==> src/rtl/alu_issue_ctrl_pkg.sv <==
// ---------------------------------------------------------------------------
// alu_issue_ctrl_pkg
// Shared definitions for the ALU issue controller, its register file and the
// ALU it drives: opcode encodings, instruction field positions, FSM state
// encoding, and small decode helpers.
// ---------------------------------------------------------------------------
package alu_issue_ctrl_pkg;

  localparam int XLEN   = 16;  // datapath width
  localparam int REG_AW = 3;   // register-field width

  // Opcode encodings understood by the ALU.
  localparam logic [3:0] OP_NOP  = 4'b0000;
  localparam logic [3:0] OP_ADD  = 4'b0010;
  localparam logic [3:0] OP_SUB  = 4'b0011;
  localparam logic [3:0] OP_ADDI = 4'b1010;
  localparam logic [3:0] OP_SUBI = 4'b1011;

  // Instruction field bit positions.
  localparam int OPC_MSB = 15;
  localparam int OPC_LSB = 12;
  localparam int RD_MSB  = 11;
  localparam int RD_LSB  = 9;
  localparam int RS_MSB  = 8;
  localparam int RS_LSB  = 6;
  localparam int RT_MSB  = 5;
  localparam int RT_LSB  = 3;
  localparam int IMM_MSB = 5;
  localparam int IMM_LSB = 0;

  typedef enum logic [1:0] {
    ST_IDLE      = 2'b00,
    ST_ISSUE     = 2'b01,
    ST_WRITEBACK = 2'b10
  } state_e;

  // Decoded view of an instruction word. rt and imm6 overlap in the word.
  typedef struct packed {
    logic [3:0]        opcode;
    logic [REG_AW-1:0] rd;
    logic [REG_AW-1:0] rs;
    logic [REG_AW-1:0] rt;
    logic [5:0]        imm6;
  } instr_t;

  function automatic instr_t decode(input logic [XLEN-1:0] w);
    instr_t d;
    d.opcode = w[OPC_MSB:OPC_LSB];
    d.rd     = w[RD_MSB:RD_LSB];
    d.rs     = w[RS_MSB:RS_LSB];
    d.rt     = w[RT_MSB:RT_LSB];
    d.imm6   = w[IMM_MSB:IMM_LSB];
    return d;
  endfunction

  function automatic logic is_supported(input logic [3:0] op);
    return (op == OP_ADD) || (op == OP_SUB) || (op == OP_ADDI) || (op == OP_SUBI);
  endfunction

  function automatic logic is_sub(input logic [3:0] op);
    return (op == OP_SUB) || (op == OP_SUBI);
  endfunction

  function automatic logic [XLEN-1:0] sext6(input logic [5:0] imm);
    return {{(XLEN-6){imm[5]}}, imm};
  endfunction

endpackage

==> src/rtl/alu_issue_ctrl_regfile.sv <==
// ---------------------------------------------------------------------------
// alu_issue_ctrl_regfile
// Architectural register file: NREGS x 16-bit, r0 hardwired to zero.
//   clk, rst           : clock, synchronous active-high reset (clears all regs)
//   we/waddr/wdata     : synchronous write port (writes to r0 discarded)
//   raddr_a/rdata_a    : asynchronous read port A
//   raddr_b/rdata_b    : asynchronous read port B
//   dbg_addr/dbg_data  : asynchronous debug read port
// Reads return the stored value only; a write is visible the cycle after.
// ---------------------------------------------------------------------------
module alu_issue_ctrl_regfile
  import alu_issue_ctrl_pkg::*;
#(
  parameter int NREGS = 8
) (
  input  logic              clk,
  input  logic              rst,
  input  logic              we,
  input  logic [REG_AW-1:0] waddr,
  input  logic [XLEN-1:0]   wdata,
  input  logic [REG_AW-1:0] raddr_a,
  output logic [XLEN-1:0]   rdata_a,
  input  logic [REG_AW-1:0] raddr_b,
  output logic [XLEN-1:0]   rdata_b,
  input  logic [REG_AW-1:0] dbg_addr,
  output logic [XLEN-1:0]   dbg_data
);

  logic [XLEN-1:0] regs_q [NREGS];
  logic [XLEN-1:0] regs_d [NREGS];

  // NOTE: combinational blocks use blocking '=' and start from a full default
  // (here a copy of the current state) so no path leaves a variable unassigned
  // and no latch is inferred; the flop block below uses non-blocking '<='.
  always_comb begin
    regs_d = regs_q;
    if (we && (waddr != '0) && (int'(waddr) < NREGS)) begin
      regs_d[waddr] = wdata;
    end
  end

  // NOTE: this array is reset explicitly because reset must clear every
  // architectural register; that keeps it out of RAM macros, which is
  // acceptable for a handful of registers.
  always_ff @(posedge clk) begin
    if (rst) begin
      for (int i = 0; i < NREGS; i++) begin
        regs_q[i] <= '0;
      end
    end else begin
      regs_q <= regs_d;
    end
  end

  // r0 and any address beyond the array read as zero.
  assign rdata_a  = ((raddr_a  != '0) && (int'(raddr_a)  < NREGS)) ? regs_q[raddr_a]  : '0;
  assign rdata_b  = ((raddr_b  != '0) && (int'(raddr_b)  < NREGS)) ? regs_q[raddr_b]  : '0;
  assign dbg_data = ((dbg_addr != '0) && (int'(dbg_addr) < NREGS)) ? regs_q[dbg_addr] : '0;

endmodule

==> src/rtl/alu_issue_ctrl.sv <==
// ---------------------------------------------------------------------------
// alu_issue_ctrl
// Three-state issue controller for an external registered ALU.
//   clk, rst                  : clock, synchronous active-high reset
//   instr_valid/instr         : offered instruction word
//   instr_ready               : high only in IDLE and out of reset
//   alu_opcode/alu_a/alu_b/   : operands to the ALU; opcode is NOP outside
//   alu_imm                     ISSUE, operand buses hold their last value
//   alu_result                : ALU output, valid the cycle after ISSUE
//   done                      : one-cycle pulse during WRITEBACK
//   zero_flag                 : set by sub/subi on zero result, cleared by add/addi
//   illegal                   : one-cycle pulse after an unsupported opcode
//   dbg_addr/dbg_data         : combinational register read
// Sequence: accept (IDLE) -> ISSUE -> WRITEBACK -> IDLE, one instr per 3 cycles.
// ---------------------------------------------------------------------------
module alu_issue_ctrl
  import alu_issue_ctrl_pkg::*;
#(
  parameter int NREGS = 8
) (
  input  logic                   clk,
  input  logic                   rst,
  input  logic                   instr_valid,
  input  logic [XLEN-1:0]        instr,
  output logic                   instr_ready,
  output logic [3:0]             alu_opcode,
  output logic signed [XLEN-1:0] alu_a,
  output logic signed [XLEN-1:0] alu_b,
  output logic signed [XLEN-1:0] alu_imm,
  input  logic signed [XLEN-1:0] alu_result,
  output logic                   done,
  output logic                   zero_flag,
  output logic                   illegal,
  input  logic [REG_AW-1:0]      dbg_addr,
  output logic [XLEN-1:0]        dbg_data
);

  state_e            state_q, state_d;
  logic [3:0]        op_q, op_d;
  logic [REG_AW-1:0] rd_q, rd_d;
  logic [3:0]        alu_opcode_q, alu_opcode_d;
  logic [XLEN-1:0]   alu_a_q, alu_a_d;
  logic [XLEN-1:0]   alu_b_q, alu_b_d;
  logic [XLEN-1:0]   alu_imm_q, alu_imm_d;
  logic              done_q, done_d;
  logic              illegal_q, illegal_d;
  logic              zero_q, zero_d;

  instr_t          dec;
  logic            transfer;
  logic [XLEN-1:0] rf_a;
  logic [XLEN-1:0] rf_b;
  logic            rf_we;

  assign dec         = decode(instr);
  assign instr_ready = !rst && (state_q == ST_IDLE);
  assign transfer    = instr_valid && instr_ready;

  // Operands are read with the incoming instruction's fields at the accepting
  // edge. No write can land between that edge and ISSUE, so the captured
  // values equal the register contents seen during ISSUE.
  assign rf_we = (state_q == ST_WRITEBACK);

  alu_issue_ctrl_regfile #(
    .NREGS (NREGS)
  ) u_regfile (
    .clk      (clk),
    .rst      (rst),
    .we       (rf_we),
    .waddr    (rd_q),
    .wdata    (alu_result),
    .raddr_a  (dec.rs),
    .rdata_a  (rf_a),
    .raddr_b  (dec.rt),
    .rdata_b  (rf_b),
    .dbg_addr (dbg_addr),
    .dbg_data (dbg_data)
  );

  always_comb begin
    state_d      = state_q;
    op_d         = op_q;
    rd_d         = rd_q;
    alu_opcode_d = OP_NOP;
    alu_a_d      = alu_a_q;
    alu_b_d      = alu_b_q;
    alu_imm_d    = alu_imm_q;
    done_d       = 1'b0;
    illegal_d    = 1'b0;
    zero_d       = zero_q;

    unique case (state_q)
      ST_IDLE: begin
        if (transfer) begin
          if (is_supported(dec.opcode)) begin
            state_d      = ST_ISSUE;
            op_d         = dec.opcode;
            rd_d         = dec.rd;
            alu_opcode_d = dec.opcode;
            alu_a_d      = rf_a;
            alu_b_d      = rf_b;
            alu_imm_d    = sext6(dec.imm6);
          end else begin
            illegal_d = 1'b1;
          end
        end
      end
      ST_ISSUE: begin
        state_d = ST_WRITEBACK;
        done_d  = 1'b1;
      end
      ST_WRITEBACK: begin
        state_d = ST_IDLE;
        zero_d  = is_sub(op_q) ? (alu_result == '0) : 1'b0;
      end
      default: begin
        state_d = ST_IDLE;
      end
    endcase
  end

  // Reset has priority, so an instruction in flight is dropped without done.
  always_ff @(posedge clk) begin
    if (rst) begin
      state_q      <= ST_IDLE;
      op_q         <= OP_NOP;
      rd_q         <= '0;
      alu_opcode_q <= OP_NOP;
      alu_a_q      <= '0;
      alu_b_q      <= '0;
      alu_imm_q    <= '0;
      done_q       <= 1'b0;
      illegal_q    <= 1'b0;
      zero_q       <= 1'b0;
    end else begin
      state_q      <= state_d;
      op_q         <= op_d;
      rd_q         <= rd_d;
      alu_opcode_q <= alu_opcode_d;
      alu_a_q      <= alu_a_d;
      alu_b_q      <= alu_b_d;
      alu_imm_q    <= alu_imm_d;
      done_q       <= done_d;
      illegal_q    <= illegal_d;
      zero_q       <= zero_d;
    end
  end

  assign alu_opcode = alu_opcode_q;
  assign alu_a      = alu_a_q;
  assign alu_b      = alu_b_q;
  assign alu_imm    = alu_imm_q;
  assign done       = done_q;
  assign illegal    = illegal_q;
  assign zero_flag  = zero_q;

endmodule
==> config.mk <==
export PLATFORM = sky130hd
export DESIGN_NAME = alu_issue_ctrl
export DESIGN_NICKNAME = d
export VERILOG_FILES = /design/src/rtl/alu_issue_ctrl_pkg.sv /design/src/rtl/alu_issue_ctrl_regfile.sv /design/src/rtl/alu_issue_ctrl.sv
export SDC_FILE = /design/constraint.sdc
export NUM_CORES = 1
export LEC_CHECK = 0
export CAP_MARGIN = 20
export CORE_MARGIN = 5
export CORE_UTILIZATION = 25
export DETAILED_ROUTE_END_ITERATION = 12
export MAX_ROUTING_LAYER = met4
export PLACE_DENSITY = 0.51
export SLEW_MARGIN = 10
export SYNTH_ARGS = -nofsm -noshare
export SYNTH_HDL_FRONTEND = slang
export SYNTH_HIERARCHICAL = 1
export SYNTH_SLANG_ARGS = --single-unit
==> constraint.sdc <==
create_clock -name clk -period 2 [get_ports clk]
set_input_delay 0.4 -clock clk [delete_from_list [all_inputs] [get_ports clk]]
set_output_delay 0.4 -clock clk [all_outputs]
set_load 0.005 [all_outputs]
* Word level (Yosys, flattened, before mapping) *
Cells that the tools add are included.

cells by class
  shift operators = 0
  reductions and logical operators = 19
  $add $sub $neg = 0
  multiply operators = 0
  divide/modulo/power cells = 0
  equal/unequal tests = 10
  order comparisons = 5
  bitwise operators = 7
  muxes and demuxes = 21

operators by type and width
  operator            count
  $mux 16             10
  $bmux 16 s3         3
  $bwmux 128          1
  $demux 16 s3        1
  $ge 4x4->1 const B  4
  $logic_not 16->1    1
  $not 3->4           4
  $eq 4x2->1 const B  3
  $eq 4x4->1 const B  3
  $reduce_bool 3->1   4
  $logic_and 1x1->1   4
  $logic_or 1x1->1    4
  $lt 4x1->1 const B  1
  $mux 2              2
  $pmux 2 s2          1
  $reduce_or 4->1     1
  $mux 1              3
  $not 1->1           3
  $reduce_and 3->1    1
  $reduce_or 3->1     1
  $eq 2x1->1 const B  1
  $eq 2x2->1 const B  1
  $logic_not 2->1     1
  $ne 2x1->1 const B  1
  3 further kinds     3

word-level totals
  memories = 0
  ROM bits = 0
  bits in writable memories = 0
  latch bits = 0
  word-level logic and storage cells = 80
  bits of input ports = 38
  output and inout port bits = 72
  bits in registers = 182

* Depth between registers and ports, before layout *
Gate-level depths: netlist of run 1.

  depth in word-level cells = 7
  mapped depth = 8

* Cells and area by module *
The synthesis of run 1 kept the hierarchy.

by module, submodules not included
  module                  cells each  times used  area an instance (µm²)
  alu_issue_ctrl_regfile  798         1           7178.1
  alu_issue_ctrl          240         1           2062.0

* Worst setup path after synthesis of run 1 *
Ideal clock, no wire load.

  path kind = input -> output
  start point = input port dbg_addr[0]
  end point = output port dbg_data[11]
  setup slack = 0.350 ns
  arrival time = 1.250 ns
  stages on the path = 5
  data required time = 1.600 ns
  cell sequence = buf_4 > and2_1 > clkbuf_2 > buf_6 > a221oi_1

on the way
  word-level cells in the longest chain between the ends = 5
  elaborated cells between the ends (all ways) = 6
  classes of those cells = mux: 4; bitwise: 1; reduce/logical: 1

RTL lines
  item                                         RTL line                      RTL
  from (decl)                                  alu_issue_ctrl.sv:34          input logic [REG_AW-1:0] dbg_addr,
  $not 3->4 (not written as such)              alu_issue_ctrl_regfile.sv:58  assign dbg_data = ((dbg_addr != '0) && (int'(dbg_addr) < NREGS)) ? regs_q[dbg_addr] : '0;
  $bmux 16 s3                                  alu_issue_ctrl_regfile.sv:58
  $mux 16 (not written as such) (2 in series)  alu_issue_ctrl_regfile.sv:58
  $mux 16 (*)                                  alu_issue_ctrl_regfile.sv:58
  to (decl)                                    alu_issue_ctrl.sv:35          output logic [XLEN-1:0] dbg_data

Mark *: on every way between the ends. The rest lies on a longest branch, timed or not. The select of a mux whose other input is x is not followed.

* Worst setup path after layout of run 1 *
  start point = register u_regfile/regs_q[73] (netlist name)
  end point = output port dbg_data[9]

on the way
  word-level cells in the longest chain between the ends = 4

RTL lines
  item                                         RTL line                      RTL
  from (decl)                                  alu_issue_ctrl_regfile.sv:29  logic [XLEN-1:0] regs_q [NREGS];
  from (signal assigned)                       alu_issue_ctrl_regfile.sv:51  regs_q <= regs_d;
  $bmux 16 s3                                  alu_issue_ctrl_regfile.sv:58
  $mux 16 (not written as such) (2 in series)  alu_issue_ctrl_regfile.sv:58
  $mux 16                                      alu_issue_ctrl_regfile.sv:58

No other way between the ends. The select of a mux whose other input is x is not followed.

==> results of run 1 <==
==> registers in the layout, summed over array words and instances, names as in the netlist <==
| register | cells |
|---|---|
| illegal | 1 |
| zero_flag | 1 |
| alu_opcode | 4 |
| alu_a | 16 |
| op_q | 3 |
| alu_b | 16 |
| state_q | 2 |
| rd_q | 3 |
| u_regfile/regs_q | 112 |
| alu_imm | 6 |
| done | 1 |
==> synth_stat cells <==
| library cell | n |
|---|---|
| nand4_1 | 3 |
| nor2_1 | 5 |
| and2_1 | 3 |
| conb_1 | 1 |
| nand3_1 | 43 |
| o21ai_0 | 34 |
| and4b_1 | 3 |
| clkbuf_2 | 9 |
| mux2_2 | 48 |
| o21ai_1 | 9 |
| clkinv_4 | 1 |
| nor3b_1 | 3 |
| and4_1 | 1 |
| nand4bb_1 | 3 |
| a21oi_2 | 60 |
| inv_1 | 4 |
| nand2_1 | 224 |
| dfxtp_1 | 165 |
| and4bb_1 | 3 |
| a221oi_2 | 4 |
| nand3b_1 | 1 |
| or3_4 | 1 |
| buf_6 | 30 |
| nor2b_1 | 7 |
| and3b_1 | 1 |
| nand4b_2 | 3 |
| buf_4 | 18 |
| mux2i_1 | 96 |
| nor4_1 | 4 |
| buf_8 | 6 |
| o32ai_1 | 1 |
| buf_12 | 5 |
| buf_1 | 2 |
| a221oi_1 | 92 |
| clkbuf_1 | 28 |
| a21oi_1 | 95 |
| buf_2 | 22 |
==> area by class of cell <==
cell class | instances | area share, %
Inverter | 5 | 0.1886
Multi-Input combinational cell | 748 | 42.65
Antenna cell | 3 | 0.05956
Clock inverter | 15 | 1.211
Tap cell | 468 | 4.646
Clock buffer | 17 | 3.375
Timing Repair Buffer | 307 | 21.46
Sequential cell | 165 | 26.40
==> per-layer routing <==
metal  global-route usage [%]  vias up
met5                        -        -
met4                    4.704        0
met3                    3.626       48
met2                    28.07      309
met1                    23.53     4293
li1                         -     4174
==> kinds of logic (layout without fill, tap and decap cells) <==
family,Yosys count,in the layout,synth area share (%)
other,1,4,0.04058
and+or+nand+nor,308,308,15.00
muxes,144,144,16.25
buffers and inverters,125,344,10.33
DFF,165,165,35.75
AOI/OAI and AO/OA,295,295,22.63
==> final timing paths <==
kind | start | endpoint | slack, ns | depth (start not counted)
max reg2reg | state_q[1] | op_q[2] | 0.21 | 4
max | u_regfile/regs_q[73] | dbg_data[9] | 0.05 | 4
min reg2reg | state_q[1] | state_q[1] | 0.47 | 1
min | state_q[1] | state_q[1] | 0.47 | 1
==> power breakdown <==
part	total, mW	internal [mW]	switching (mW)
combinational	1.02	0.455	0.569
clock	3.30	1.67	1.63
sequential	3.32	3.30	0.0138
==> per-stage QoR <==
| stage | area, um2 | setup WS [ns] | total power [mW] |
|---|---|---|---|
| floorplan | 9240 | 0.3495 | 3.862 |
| global placement | 11620 | -0.7662 | 4.372 |
| detailed placement | 11620 | -0.7898 | 4.372 |
| CTS | 12560 | -0.05643 | 7.696 |
| global route | 12600 | 0.004586 | 7.903 |
| finish | 12600 | 0.04706 | 7.643 |
==> worst reg2reg max path: stages (launching register included) <==
cell and delay, ns:
dfxtp_1 0.33, or3_4 0.41, buf_4 0.27, nor2_1 0.52
nor3b_1 0.11
==> repair_timing <==
item | in CTS | in global routing
gates cloned | 2 | 0
endpoints found under the setup margin | 21 | 26
pin swaps | 20 | 7
endpoints found under the hold margin | 0 | 0
setup buffers | 10 | 0
gates resized for setup | 151 | 9
hold buffers | 0 | 0
==> results_dict.tcl, run 1 <==
set metrics [dict create \
    cts_sinks 165 \
    initial_core_util_pct 25.30 \
    dieArea_um2 40910 \
    path_buf_inv 1 \
    ant_nets 0 \
    drt_iter0_markers 711 \
    worst_path_largest_cell_delay_ns 0.34 \
    cts_max_path_buffers 2 \
    path_class "reg -> out" \
    multiInputGateArea_um2 5376 \
    syn_inst 1038 \
    cpLargestDelayFamily "flip-flops" \
    grt_start_max_net_pins 161 \
    cp.required_ns 1.60 \
    synth.area.top_cells "dfxtp_1 (36%), mux2i_1 (10%), nand2_1 (9.1%), a221oi_1 (8.7%), mux2_2 (5.8%)" \
    dr_wl_met3_um 2123 \
    path_max_fanout 4 \
    die_w_um 202.3 \
    fillers 3719 \
    hold_ws_ns 0.4712 \
    firstDrtPassIters 5 \
    syn_nets 1076 \
    hold_viol_final 0 \
    p_leak_nw 4.682 \
    vias_per_cell 5.106 \
    root_buffer "clkbuf_16" \
    core_um2 36520 \
    ys_warn_count 6 \
    slew_viol_final 0 \
    drc 0 \
    area_growth_pct 36.41 \
    outcome "finished clean" \
    hold_class "reg -> reg" \
    rows 70 \
    grt_pass1_wl_um 55070 \
    max_freq_mhz 512.1 \
    nNetsFinal 1282 \
    post-dp-hpwl_um 25830 \
    timing.critical_path.cells "mux2_2, a221oi_2, a221oi_2, buf_2" \
    drive_above_1_share_pct 34.13 \
    period_needed_ns 1.953 \
    slowest_stage "dfxtp_2" \
    cts_buffers 17 \
    synth.top_cell.area_share_pct 35.75 \
    grt_antenna_before_repair 2 \
    yosys.area.top_type "dfxtp_1" \
    syn_area_um2 9240 \
    grt_usage_pct 17.85 \
    rsz0062_at_grt "no" \
    ys_seq_elements 165 \
    routed_wl_um 36350 \
    cts_tree "built" \
    pin_count 110 \
    setup_tns_ns 0 \
    min_period_over_period_pct 97.65 \
    synth_cell_types 37 \
    maxCapViolCount 0 \
    met1Wirelength_um 16690 \
    tightest_slew_ns 1.017 \
    finalClockSkew_ns 0.01551 \
    worst_skew_pair.late_latency_ns 0.45 \
    post-route-util_pct 34.51 \
    cp_common_cell "a221oi_2" \
    via_count 8824 \
    wl_met2_um 16820 \
    avgSynthCellArea_um2 8.902 \
    placed_cells 1691 \
    seq_area_um2 3328 \
    final_cell_mix "nand2_1 (224), buf_4 (179), dfxtp_1 (145)" \
    yosysSeqAreaShare_pct 35.75 \
    fp.dieH_um 202.3 \
    setup_viol 0 \
    final_common_cell "nand2_1" \
    arrival_ns 1.55 \
    top_layer "met4" \
    grt_pass1_vias 8718 \
    end_kind "output pin" \
    cts.htree.levels 4 \
    wl_per_cell_um 21.03 \
    powerDensity_nw_per_um2 606.4 \
    path_clk_slew_ns 0.07 \
    final_cells 1728 \
    grt_overflow 0 \
    maxSlewHeadroom_pct 32.22 \
    peakVddDrop_mv 0.4302 \
    routabilityCongestion 0.8708 \
    crit_path_start_kind "register" \
    portBuffers 109 \
]
No activity file was read; power rests on OpenSTA's default activity.
==> inputs of run 2 (changes only) <==
- CORE_UTILIZATION: 25 -> 60
- DONT_BUFFER_PORTS: default -> 1
- PLACE_DENSITY: 0.51 -> 0.85
- SLEW_MARGIN: 10 -> 5
==> results_dict.tcl, run 2 (synthesis results as in run 1) <==
set metrics [dict create \
    powerDensity_nw_per_um2 731.2 \
    nNetsFinal 1038 \
    routed_wl_um 29690 \
    slew_viol_final 0 \
    fp.dieH_um 134.1 \
    dieArea_um2 17980 \
    post-dp-hpwl_um 18570 \
    rsz0062_at_grt "yes" \
    cts_buffers 17 \
    grt_pass1_wl_um 44560 \
    reg2reg_from "state_q[1]" \
    placed_area_um2 9015 \
    post-route-util_pct 64.64 \
    hold_class "in -> reg" \
    final_area_um2 9791 \
    hold_viol_final 0 \
    cts_tree "built" \
    final_cells 1202 \
    area_growth_pct 5.958 \
    ant_nets 0 \
    pin_count 110 \
    peakVddDrop_mv 0.6217 \
    wl_per_cell_um 24.70 \
    power_mw 7.159 \
    die_w_um 134.1 \
    finalClockSkew_ns 0.007572 \
    busiest_layer "met2" \
    maxCapViolCount 0 \
    drt_iter0_markers 1923 \
    via_count 8562 \
    worst_path_largest_cell_delay_ns 0.33 \
    drive_above_1_share_pct 23.10 \
    grt_pass1_vias 7794 \
    startpoint "u_regfile/regs_q[96]" \
    path_max_fanout 2 \
    fin_ws_ns 0.007151 \
    grt_use_met1_pct 40.40 \
    path_clk_slew_ns 0.07 \
    min_period_over_period_pct 99.64 \
    slowest_stage "dfxtp_2" \
    grt_start_max_net_pins 162 \
    portBuffers 0 \
    final_cell_mix "nand2_1 (224), dfxtp_1 (161), mux2i_1 (96)" \
    grt_overflow 0 \
    cts.htree.levels 4 \
    firstDrtPassIters 6 \
    path_buf_inv 1 \
    cp.required_ns 1.60 \
    rows 45 \
    tightest_slew_ns 0.8977 \
    cts_max_path_buffers 2 \
    cts_sinks 165 \
    drc 0 \
    place_ws_ns 0.1700 \
    grtUsageMet3_pct 11.25 \
    routabilityCongestion 0.9252 \
    arrival_ns 1.59 \
    grt_use_met2_pct 47.11 \
    regMostFlops "u_regfile/regs_q" \
    vias_per_cell 7.123 \
    max_freq_mhz 501.8 \
    grt_usage_pct 32.50 \
    worst_skew_pair.late_latency_ns 0.43 \
    largest_register_ffs 112 \
    initial_core_util_pct 61.01 \
    cpLargestDelayFamily "compound AO/OA/AOI/OAI gates" \
    final_common_cell "nand2_1" \
    setup_viol 0 \
    grt_antenna_before_repair 1 \
    crit_path_start_kind "register" \
    path_class "reg -> out" \
    timing.critical_path.cells "mux2_4, a221oi_4, a221oi_2, buf_4" \
    root_buffer "clkbuf_16" \
    core_um2 15150 \
    worstHoldStart "rst" \
    end_kind "output pin" \
    outcome "finished clean" \
    p_leak_nw 3.424 \
    maxSlewHeadroom_pct 40.16 \
    placed_cells 1167 \
    period_needed_ns 1.993 \
]
==> run 2: changes by cell type in the layout (fill, tap and decap cells not counted), moves of 3 or more <==
cell / previous run / this run
buf_2: 18 / 0
clkdlybuf4s50_1: 85 / 0
dfxtp_1: 145 / 161
dfxtp_2: 20 / 4
inv_8: 6 / 1
buf_12: 14 / 1
a221oi_1: 55 / 74
clkbuf_8: 0 / 3
a221oi_4: 12 / 2
a221oi_2: 29 / 20
buf_4: 179 / 62
buf_6: 6 / 0
==> run 2: final timing paths <==
path                                              to  slack [ns]  cells after the start
worst max-delay path                     dbg_data[0]       0.007                      4
worst min-delay path                            done        0.06                      1
worst max register to register  u_regfile/regs_q[37]        0.29                      6
worst min register to register             zero_flag        0.48                      2
==> run 2: repair_timing <==
item,in CTS,in global routing
endpoints found under the hold margin,0,0
endpoints found under the setup margin,4,12
setup buffers,0,2
resized for setup,7,19
pin swaps,0,2
hold buffers,0,0
==> run 2: through the flow <==
step                      hold slack [ns]  setup TNS [ns]
after floorplan                    0.4372               0
after global placement             0.4450               0
after detailed placement           0.4577               0
after CTS                         0.03434      -0.0004364
after global routing              0.03450         -0.1490
final                             0.06250               0
==> run 2: where the power goes <==
| group | internal (mW) | switching (mW) | total, mW |
|---|---|---|---|
| logic | 0.205 | 0.240 | 0.445 |
| clock network | 1.96 | 1.43 | 3.39 |
| registers | 3.30 | 0.0195 | 3.32 |
| total | 5.47 | 1.69 | 7.16 |
==> run 2: cell type report <==
class | count | area (um2)
fill | 1169 | 5355
multi-input combinational | 748 | 5125
sequential | 165 | 3308
timing repair buffer | 63 | 485.5
clock buffer | 20 | 466.7
tap | 188 | 235.2
clock inverter | 12 | 143.9
inverter | 5 | 23.77
antenna | 1 | 2.502
==> run 2: routing by layer <==
metal  wire length (um)  part of all wire (%)  vias up
met4               1583                   5.3        0
li1                   -                     -     3679
met2              12770                    43      730
met3               4184                    14      174
met5                  0                     0        -
met1              11150                    38     3979
==> inputs of run 3 (changes only) <==
- GPL_ROUTABILITY_DRIVEN: default -> 1
- RECOVER_POWER: default -> 25
- REMOVE_ABC_BUFFERS: default -> 1
==> results_dict.tcl, run 3 (synthesis results as in run 1) <==
set metrics [dict create \
    pin_count 110 \
    slew_viol_final 0 \
    grt_usage_pct 32.62 \
    largest_register_ffs 112 \
    cts_sinks 165 \
    fp.dieH_um 134.1 \
    ant_nets 0 \
    path_max_fanout 4 \
    via_count 8466 \
    fillers 1237 \
    cp-endpoint "dbg_data[8]" \
    hold_viol_final 0 \
    arrival_ns 1.61 \
    rows 45 \
    setup_tns_ns -0.006084 \
    cp.required_ns 1.60 \
    startpoint "u_regfile/regs_q[72]" \
    final_common_cell "nand2_1" \
    routed_wl_um 29140 \
    maxSlewHeadroom_pct 40.89 \
    cp.depth 4 \
    cts_max_path_buffers 2 \
    dieArea_um2 17980 \
    p_leak_nw 3.364 \
    die_w_um 134.1 \
    timing.critical_path.cells "mux2_2, a221oi_2, a221oi_2, buf_4" \
    path_clk_slew_ns 0.06 \
    failed_checks "negative setup slack" \
    portBuffers 0 \
    setup_viol 1 \
    drt_iter0_markers 1186 \
    outcome "complete, but fails checks" \
    grt_start_max_net_pins 162 \
    fin_ws_ns -0.006084 \
    grt_pass1_wl_um 44990 \
    worst_skew_pair.late_latency_ns 0.44 \
    tightest_slew_ns 0.8848 \
    cpLargestDelayFamily "compound AO/OA/AOI/OAI gates" \
    regMostFlops "u_regfile/regs_q" \
    rsz0062_at_grt "yes" \
    path_buf_inv 1 \
    routabilityCongestion 0.9147 \
    max_freq_mhz 498.5 \
    area_growth_pct 4.970 \
    final_cell_mix "nand2_1 (224), dfxtp_1 (164), mux2i_1 (96)" \
    cts_buffers 17 \
    crit_path_start_kind "register" \
    worstRegToRegCells 6 \
    end_kind "output pin" \
    place_ws_ns 0.2177 \
    nNetsFinal 1028 \
    grt_overflow 0 \
    wl_per_cell_um 24.47 \
    vias_per_cell 7.108 \
    powerDensity_nw_per_um2 726.3 \
    cp_common_cell "a221oi_2" \
    path_class "reg -> out" \
    post-dp-hpwl_um 17060 \
    firstDrtPassIters 8 \
    min_period_over_period_pct 100.3 \
    postCtsSetupBuffers 0 \
    period_needed_ns 2.006 \
    hold_class "in -> reg" \
    initial_core_util_pct 61.01 \
    num_antenna_cells 0 \
    peakVddDrop_mv 0.6997 \
    cts.htree.levels 4 \
    drc 0 \
    core_um2 15150 \
    ff2ff_setup_slack_ns 0.13 \
    drive_above_1_share_pct 21.93 \
    reg2reg_from "state_q[1]" \
    hold_buffers 0 \
    finalClockSkew_ns 0.01208 \
    root_buffer "clkbuf_16" \
    worstReg2RegEnd "u_regfile/regs_q[46]" \
    maxCapViolCount 0 \
    slowest_stage "dfxtp_1" \
    worst_path_largest_cell_delay_ns 0.34 \
    cts_tree "built" \
    grt_pass1_vias 8276 \
    grt_antenna_before_repair 0 \
]
run 3: cell count changes in the layout (fill, tap and decap cells not counted), moves of 3 or more:
cell / delta
a221oi_2: +3
buf_12: +3
buf_4: -16
clkbuf_1: +3
dfxtp_1: +3
dfxtp_2: -3
run 3: how the worst min path moves through the flow:
stage,slack (ns),cells after the start,start,endpoint
final,0.04,1,rst,u_regfile/regs_q[5]
after global routing,0.02,1,rst,u_regfile/regs_q[5]
after CTS,0.04,1,rst,alu_b[3]
after detailed placement,0.45,1,state_q[1],done
after global placement,0.45,1,state_q[1],state_q[1]
after floorplan,0.43,1,state_q[1],done
run 3: cell type report:
type	instances	area, um2	area share (%)
clock inverters	10	122.6	1.264
inverters	5	23.77	0.2451
well taps	188	235.2	2.425
repair buffers	53	446.7	4.605
flip-flops and latches	165	3304	34.07
multi-input cells	748	5102	52.61
clock buffers	22	464.2	4.786
run 3: timing repair:
action | in CTS | in global routing
endpoints found under the setup margin | 4 | 11
pin swaps | 0 | 1
resized for setup | 4 | 16
run 3: where the power goes:
part	switching (mW)	total (mW)	internal [mW]
registers	0.0191	3.32	3.30
logic	0.232	0.422	0.190
clock network	1.39	3.30	1.91
total	1.64	7.04	5.41
run 3: metal layers:
metal | wire length (um) | GRT usage [%]
met1 | 10830 | 39.05
met2 | 13270 | 50.17
met3 | 3351 | 8.365
met4 | 1683 | 18.33
met5 | 0 | -
run 3: worst register-to-register path: cells and delay by family (launching register included):
kind | cells | cell delay [ns]
DFF | 1 | 0.36
buffers and inverters | 2 | 0.54
AOI/OAI and AO/OA | 1 | 0.17
and+or+nand+nor | 3 | 0.73
run 3: through the flow:
| step | hold slack [ns] | instances | area, um2 | util, % | power, mW |
|---|---|---|---|---|---|
| after floorplan | 0.4330 | 918 | 8309 | - | 3.631 |
| after global placement | 0.4461 | 1158 | 8986 | 59.33 | 3.789 |
| after detailed placement | 0.4543 | 1159 | 8997 | 59.41 | 3.793 |
| after CTS | 0.04169 | 1191 | 9609 | 63.44 | 7.038 |
| after global routing | 0.01518 | 1191 | 9699 | 64.04 | 7.210 |
| final | 0.03902 | 1191 | 9699 | 64.04 | 7.045 |
